**config.mk**
```make
export PLATFORM = sky130hd
export DESIGN_NAME = ept_uc_in_dist
export DESIGN_NICKNAME = d
export VERILOG_FILES = /design/src/rtl/ept_uc_in_dist.sv
export SDC_FILE = /design/constraint.sdc
export NUM_CORES = 1
export LEC_CHECK = 0
export ABC_AREA = 1
export CORE_UTILIZATION = 35
export CTS_BUF_LIST = sky130_fd_sc_hd__clkbuf_2 sky130_fd_sc_hd__clkbuf_4 sky130_fd_sc_hd__clkbuf_8
export DETAILED_ROUTE_END_ITERATION = 10
export PLACE_DENSITY = 0.57
export SLEW_MARGIN = 20
export SYNTH_ARGS = -nofsm -noshare
export SYNTH_HDL_FRONTEND = slang
export SYNTH_SLANG_ARGS = --single-unit
```
**constraint.sdc**
```tcl
create_clock -name CLK_66 -period 4.75 [get_ports CLK_66]
set_input_delay 0.7125 -clock CLK_66 [delete_from_list [all_inputs] [get_ports CLK_66]]
set_output_delay 0.7125 -clock CLK_66 [all_outputs]
set_load 0.005 [all_outputs]
```
**src/rtl/ept_uc_in_dist.sv**
```systemverilog
// ept_uc_in_dist: fans the Active Transfer library input bus out to N user modules.
// Trigger strobes become one-cycle pulses; transfer bytes are queued in a per-module FIFO.
module ept_uc_in_dist #(
  parameter int N     = 1,
  parameter int DEPTH = 4
) (
  input  logic           CLK_66,
  input  logic           RST_N,
  input  logic [21:0]    uc_in,
  output logic [N*8-1:0] trig_m,
  output logic [N*8-1:0] data_m,
  output logic [N-1:0]   data_valid_m,
  input  logic [N-1:0]   data_ready_m,
  output logic [N-1:0]   overflow_m,
  output logic [7:0]     bad_addr_cnt,
  output logic           uc_in_busy
);

  localparam int AW = $clog2(DEPTH);
  localparam int CW = AW + 1;
  localparam logic [CW-1:0] FULL_CNT = CW'(DEPTH);
  localparam logic [CW-1:0] BUSY_CNT = CW'(DEPTH - 1);

  logic [7:0]     s1_payload_q, s1_payload_d;
  logic [2:0]     s1_addr_q, s1_addr_d;
  logic           s1_trig_q, s1_trig_d;
  logic           s1_xfer_q, s1_xfer_d;

  logic [N*8-1:0] trig_q, trig_d;
  logic [7:0]     bad_cnt_q, bad_cnt_d;
  logic           busy_q, busy_d;
  logic [N-1:0]   ovf_q, ovf_d;

  logic [AW-1:0]  wr_ptr_q [N];
  logic [AW-1:0]  wr_ptr_d [N];
  logic [AW-1:0]  rd_ptr_q [N];
  logic [AW-1:0]  rd_ptr_d [N];
  logic [CW-1:0]  count_q  [N];
  logic [CW-1:0]  count_d  [N];
  logic [7:0]     mem_q    [N][DEPTH];
  logic [7:0]     mem_d    [N][DEPTH];

  logic           s1_strobe;
  logic           s1_addr_ok;
  logic [N-1:0]   push_req;
  logic [N-1:0]   push_ok;
  logic [N-1:0]   pop;
  logic [N-1:0]   full;

  logic           unused_rsvd;
  assign unused_rsvd = ^uc_in[21:13];

  always_comb begin
    s1_payload_d = uc_in[7:0];
    s1_addr_d    = uc_in[10:8];
    s1_trig_d    = uc_in[11];
    s1_xfer_d    = uc_in[12];
  end

  // Second stage: route the registered strobe to its owner, or count it as a bad address.
  always_comb begin
    s1_strobe  = s1_trig_q | s1_xfer_q;
    s1_addr_ok = ({1'b0, s1_addr_q} < 4'(N));
    trig_d     = '0;
    push_req   = '0;
    for (int i = 0; i < N; i++) begin
      if (s1_addr_ok && (s1_addr_q == 3'(i))) begin
        if (s1_trig_q) begin
          trig_d[i*8 +: 8] = s1_payload_q;
        end
        push_req[i] = s1_xfer_q;
      end
    end
    bad_cnt_d = bad_cnt_q;
    if (s1_strobe && !s1_addr_ok && (bad_cnt_q != 8'hFF)) begin
      bad_cnt_d = bad_cnt_q + 8'd1;
    end
  end

  // A push into a full FIFO still lands if the head leaves on the same edge.
  always_comb begin
    mem_d   = mem_q;
    ovf_d   = ovf_q;
    busy_d  = 1'b0;
    pop     = '0;
    full    = '0;
    push_ok = '0;
    for (int i = 0; i < N; i++) begin
      pop[i]      = (count_q[i] != '0) && data_ready_m[i];
      full[i]     = (count_q[i] == FULL_CNT);
      push_ok[i]  = push_req[i] && (!full[i] || pop[i]);
      wr_ptr_d[i] = wr_ptr_q[i];
      rd_ptr_d[i] = rd_ptr_q[i];
      count_d[i]  = count_q[i];
      if (push_ok[i]) begin
        mem_d[i][wr_ptr_q[i]] = s1_payload_q;
        wr_ptr_d[i]           = wr_ptr_q[i] + AW'(1);
      end
      if (pop[i]) begin
        rd_ptr_d[i] = rd_ptr_q[i] + AW'(1);
      end
      if (push_ok[i] && !pop[i]) begin
        count_d[i] = count_q[i] + CW'(1);
      end else if (pop[i] && !push_ok[i]) begin
        count_d[i] = count_q[i] - CW'(1);
      end
      if (push_req[i] && full[i] && !pop[i]) begin
        ovf_d[i] = 1'b1;
      end
      if (count_d[i] >= BUSY_CNT) begin
        busy_d = 1'b1;
      end
    end
  end

  always_comb begin
    trig_m       = trig_q;
    overflow_m   = ovf_q;
    bad_addr_cnt = bad_cnt_q;
    uc_in_busy   = busy_q;
    data_m       = '0;
    data_valid_m = '0;
    for (int i = 0; i < N; i++) begin
      if (count_q[i] != '0) begin
        data_valid_m[i]  = 1'b1;
        data_m[i*8 +: 8] = mem_q[i][rd_ptr_q[i]];
      end
    end
  end

  always_ff @(posedge CLK_66) begin
    if (!RST_N) begin
      s1_payload_q <= '0;
      s1_addr_q    <= '0;
      s1_trig_q    <= 1'b0;
      s1_xfer_q    <= 1'b0;
      trig_q       <= '0;
      bad_cnt_q    <= '0;
      busy_q       <= 1'b0;
      ovf_q        <= '0;
      for (int i = 0; i < N; i++) begin
        wr_ptr_q[i] <= '0;
        rd_ptr_q[i] <= '0;
        count_q[i]  <= '0;
      end
    end else begin
      s1_payload_q <= s1_payload_d;
      s1_addr_q    <= s1_addr_d;
      s1_trig_q    <= s1_trig_d;
      s1_xfer_q    <= s1_xfer_d;
      trig_q       <= trig_d;
      bad_cnt_q    <= bad_cnt_d;
      busy_q       <= busy_d;
      ovf_q        <= ovf_d;
      wr_ptr_q     <= wr_ptr_d;
      rd_ptr_q     <= rd_ptr_d;
      count_q      <= count_d;
    end
  end

  // Storage needs no reset: the read side is gated by the count.
  always_ff @(posedge CLK_66) begin
    mem_q <= mem_d;
  end

endmodule

```
======== Yosys cells after proc, flatten, opt, wreduce, memory -nomap -nowiden ========
Cells that the tools add are included.
storage, ports and cells
  register bits after elaboration ......... 70
  output and inout bits ................... 27
  logic and storage cells ................. 60
cells by class
  add/sub/neg operators ................... 5
  order comparisons ....................... 5
  equal/unequal tests ..................... 2
  muxes and demuxes ....................... 12
  bitwise gates (word level) .............. 3
  reductions and logical operators ........ 18
operator list
  operator               number
  $bwmux W32             1
  $mux W8                4
  $bmux W8 S2            1
  $demux W8 S2           1
  $logic_and A1 B1 Y1    10
  $add A8 B1 Y8 const B  1
  $ne A8 B8 Y1 const B   1
  $ge A3 B3 Y1 const B   2
  $lt A3 B1 Y1 const B   2
  $mux W3                2
  $not A2 Y3             2
  $add A2 B1 Y2 const B  2
  $logic_not A1 Y1       4
  $add A3 B1 Y3 const B  1
  $eq A3 B3 Y1 const B   1
  $ge A3 B2 Y1 const B   1
  $logic_not A3 Y1       1
  $mux W1                3
  $reduce_and A3 Y1      1
  $reduce_bool A3 Y1     1
  $sub A3 B1 Y3 const B  1
  $logic_or A1 B1 Y1     1
  $or A1 B1 Y1           1

======== Depth between registers and ports, before layout ========
  word-level depth ........................ 10
  gate-level depth with buffers ........... 10
  depth with buffers taken out ............ 10

======== Worst setup path after synthesis ========
OpenSTA, ideal clock, no wires.
  path kind ............................... in2reg
  from .................................... in data_ready_m
  to ...................................... reg mem_q[0] in the netlist's numbering, enable pin
  library setup time ...................... 0.371 ns
  data arrival time ....................... 1.538 ns
  required time ........................... 4.379 ns
  slack ................................... 2.842 ns
  stages .................................. 6
  buffers on the path ..................... 0
  cells stage by stage .................... inv_1 > nand3_1 > inv_1 > nor2_4 > inv_1 > nor2_1
between the ends
  longest elaborated chain between the ends .. 3
ends and longest elaborated chain
  element               RTL line  source
  start, declared       13        input logic [N-1:0] data_ready_m,
  $logic_and A1 B1 Y1   89        pop[i] = (count_q[i] != '0) && data_ready_m[i];
  $logic_or A1 B1 Y1    91        push_ok[i] = push_req[i] && (!full[i] || pop[i]);
  $logic_and A1 B1 Y1   91
  end signal, assigned  163       mem_q <= mem_d;
  end, declared         40        logic [7:0] mem_q [N][DEPTH];
Every way passes these cells.
A chain may end at the register's enable or synchronous reset.

======== Worst setup path after layout ========
  from .................................... reg rd_ptr_q[1] in the netlist's numbering
  to ...................................... out data_m[2]
between the ends
  longest elaborated chain between the ends .. 5
ends and longest elaborated chain
  element                                      RTL line  source
  start, declared                              36        logic [AW-1:0] rd_ptr_q [N];
  start signal, assigned                       156       rd_ptr_q <= rd_ptr_d;
  $not A2 Y3 (implied by the code)             126       data_m[i*8 +: 8] = mem_q[i][rd_ptr_q[i]];
  $bmux W8 S2                                  126
  $mux W8 (implied by the code) (2 in series)  126
  $mux W8                                      124       if (count_q[i] != '0) begin
  end, declared                                11        output logic [N*8-1:0] data_m,
Every way passes these cells. The select of a mux whose other input is x is not followed.

==> impl_results.md <==
- Synth warnings: 0
- Seq/Total Area, Yosys: 0.610
- DP Wirelength: 3530 microns
- Tcrit/Tclk final: 0.632
- CTS Sinks: 70
- Diodes inserted: 0
- Max-cap violations: 0
- Final worst setup slack: 1.75 ns
- Die ar.: 8430 sq um
- Core area: 7770 sq um
- Pwr Density: 394 nW/um^2
- H-tree Lvls: 3
- Largest net degree at the start of global routing: 26
- Core Rows: 32
- Worst r2r path cells: 7
- Total power: 1.39 mW
- DRC viols: 0
- Iteration count of the initial detailed-routing pass: 4
- Status: finished, final reports clean
- Nature of the critical path startpoint: flip-flop
- Root buffer selected by CTS: clkbuf_8
- DRT antenna net count: 0
- Final Critical Period: 3.00 ns
- Clock slew at reported path FFs: 0.08 ns
- CTS Buffer Depth: 2
- R2R Path End: mem_q[20]
- Min-delay worst type: flip-flop to flip-flop
- Gpl congestion: 0.808
- WL per Instance: 11.7 microns
- Crit path kind: flip-flop to primary output
- First-pass GRT wire length: 8580 microns
- Drt via density: 4.31
- Worst vdd ir: 0.169 mV
- WP data required: 4.04 ns
- Layout cells sized above 1: 0.0860
- Max_slew headroom: 0.428
- Initial antenna violation count: 0
- Post-Synthesis Net Count: 331
- Area growth syn-to-layout: 24.8%
- Hold Crit Depth: 2
- Setup crit start: rd_ptr_q[1]
- Setup repair bufs after CTS: 0
- Fillers: 782
- Synthesized cell area: 2820 sq um
- HP Start: overflow_m
- Vert. Die Dim: 91.8 microns
- Remaining Overflow, GRT: 0
- Gate Count Post-Synth: 298
- Iteration-0 DRC count of the detailed router: 80
- Gr usage total: 0.135
- Critical path arrival: 2.29 ns
- CTS tree: built
- Die X: 91.8 microns
- F_max: 333 MHz
- Dpl ws: 1.95 ns
- Flop2flop setup slack: 2.47 ns
- Yosys cell types: 28
- CP Max Fanout: 9
- I/O Buffers: 42
- Worst reg2reg path startpoint: count_q[0]
- Final nets: 377
- Mean post-synth cell area: 9.48 sq um
- Max-slew violations: 0
- Worst Tran Pin Value: 0.855 ns
- Setup TNS: 0 ns
- Number of global-route vias before repair: 1801
- Hold Vio Cnt, Final: 0
- Resize count post-CTS: 0
- Termination of the worst setup path: data_m[2]
- Initial Utilization: 0.364
- Drt total wl: 5260 microns
- RSZ-0062 raised after global routing: false
- Hold_buf cts: 0
- CTS Buf Count: 9
- Vias: 1946
- # IOs: 52
- Clk Latency, worst-skew pair: 0.35 ns
- Setup crit end kind: primary output
- Number of synthesized register bits: 70
- Pleak: 1.42 nW
- # setup viols final: 0
- Fin Clk Skew: 0.0108 ns
==> layer usage <==
metal | up-vias | part of all wire | track usage | routed length, microns
li1 | 1041 | - | - | -
met1 | 859 | 0.49 | 0.175 | 2580
met2 | 36 | 0.46 | 0.209 | 2410
met3 | 10 | 0.031 | 0.0323 | 165
met4 | 0 | 0.020 | 0.0703 | 104
met5 | - | 0 | 0 | 0
==> cell type report <==
class	count	area, sq um	area share
multi-input cells	174	895	0.254
inverters	47	176	0.0501
clock inverters	6	45.0	0.0128
clock buffers	10	138	0.0391
repair buffers	42	420	0.119
well taps	102	128	0.0362
flip-flops and latches	70	1720	0.489
==> cells in the final DEF, fill, tap and decap left out, types with 4 or more instances in the layout <==
master	count
a21oi_1	17
o21ai_0	19
ha_1	8
clkbuf_8	10
edfxtp_1	32
nor2_1	55
clkdlybuf4s50_1	42
nand2_1	38
inv_1	43
nand3_1	13
o21ai_1	4
xor2_1	4
dfxtp_1	38
==> kinds of logic after synthesis <==
kind of cell,count (synthesis),share of synthesized area
and+or+nand+nor,116,0.177
AOI/OAI and AO/OA,44,0.0855
DFF,70,0.610
xor gates and xnor gates,6,0.0186
adders and majority gates,8,0.0354
buffers and inverters,54,0.0735
==> cells in the mapped netlist <==
library cell,count,area [sq um]
nor2_1,55,206
inv_1,43,161
dfxtp_1,38,761
nand2_1,38,143
edfxtp_1,32,961
o21ai_0,19,95.1
a21oi_1,17,85.1
nand3_1,13,65.1
ha_1,8,100
o21ai_1,4,20.0
xor2_1,4,35.0
buf_2,3,15.0
clkbuf_1,3,11.3
inv_2,3,11.3
nand2_2,2,12.5
nor2_2,2,12.5
nor2_4,2,22.5
xnor2_1,2,17.5
a21o_1,1,7.51
a21oi_2,1,8.76
a21oi_4,1,16.3
clkbuf_2,1,5.00
clkinv_1,1,3.75
nand3_2,1,10.0
nand3_4,1,17.5
nand4_1,1,6.26
nor3_1,1,5.00
o21ai_2,1,8.76
==> stage by stage <==
stage | std cells | hold slack (ns) | utilization | cell area (sq um)
floorplan | 298 | 0.436 | - | 2820
global placement | 435 | 0.454 | 0.430 | 3340
detailed placement | 435 | 0.466 | 0.430 | 3340
CTS | 451 | 0.483 | 0.454 | 3520
global route | 451 | 0.510 | 0.454 | 3520
finish | 451 | 0.476 | 0.454 | 3520
==> registers in the layout, indices dropped and copies added, names as in the netlist <==
| register | flops |
|---|---|
| wr_ptr_q | 2 |
| mem_q | 32 |
| s1_trig_q | 1 |
| uc_in_busy | 1 |
| trig_m | 8 |
| overflow_m | 1 |
| count_q | 3 |
| s1_payload_q | 8 |
| rd_ptr_q | 2 |
| s1_xfer_q | 1 |
| s1_addr_q | 3 |
| bad_addr_cnt | 8 |
==> where the power goes <==
group	switching (mW)	total, mW	internal (mW)
sequential	0.0331	0.688	0.655
combinational	0.136	0.265	0.129
clock	0.228	0.435	0.206
total	0.398	1.39	0.990
==> worst min-delay path by stage <==
stage                       to  slack (ns)
finish              overflow_m        0.48
global route         trig_m[2]        0.51
CTS                  trig_m[7]        0.48
detailed placement  overflow_m        0.47
global placement     trig_m[2]        0.45
floorplan            trig_m[0]        0.44
==> critical path: stages, from the launching register on <==
cell and delay, ns:
dfxtp_1 0.55, clkinv_1 0.38, nor2_1 0.18, o21ai_0 0.09, a21oi_1 0.21, clkdlybuf4s50_1 0.54
(Power assumes the default switching activity.)
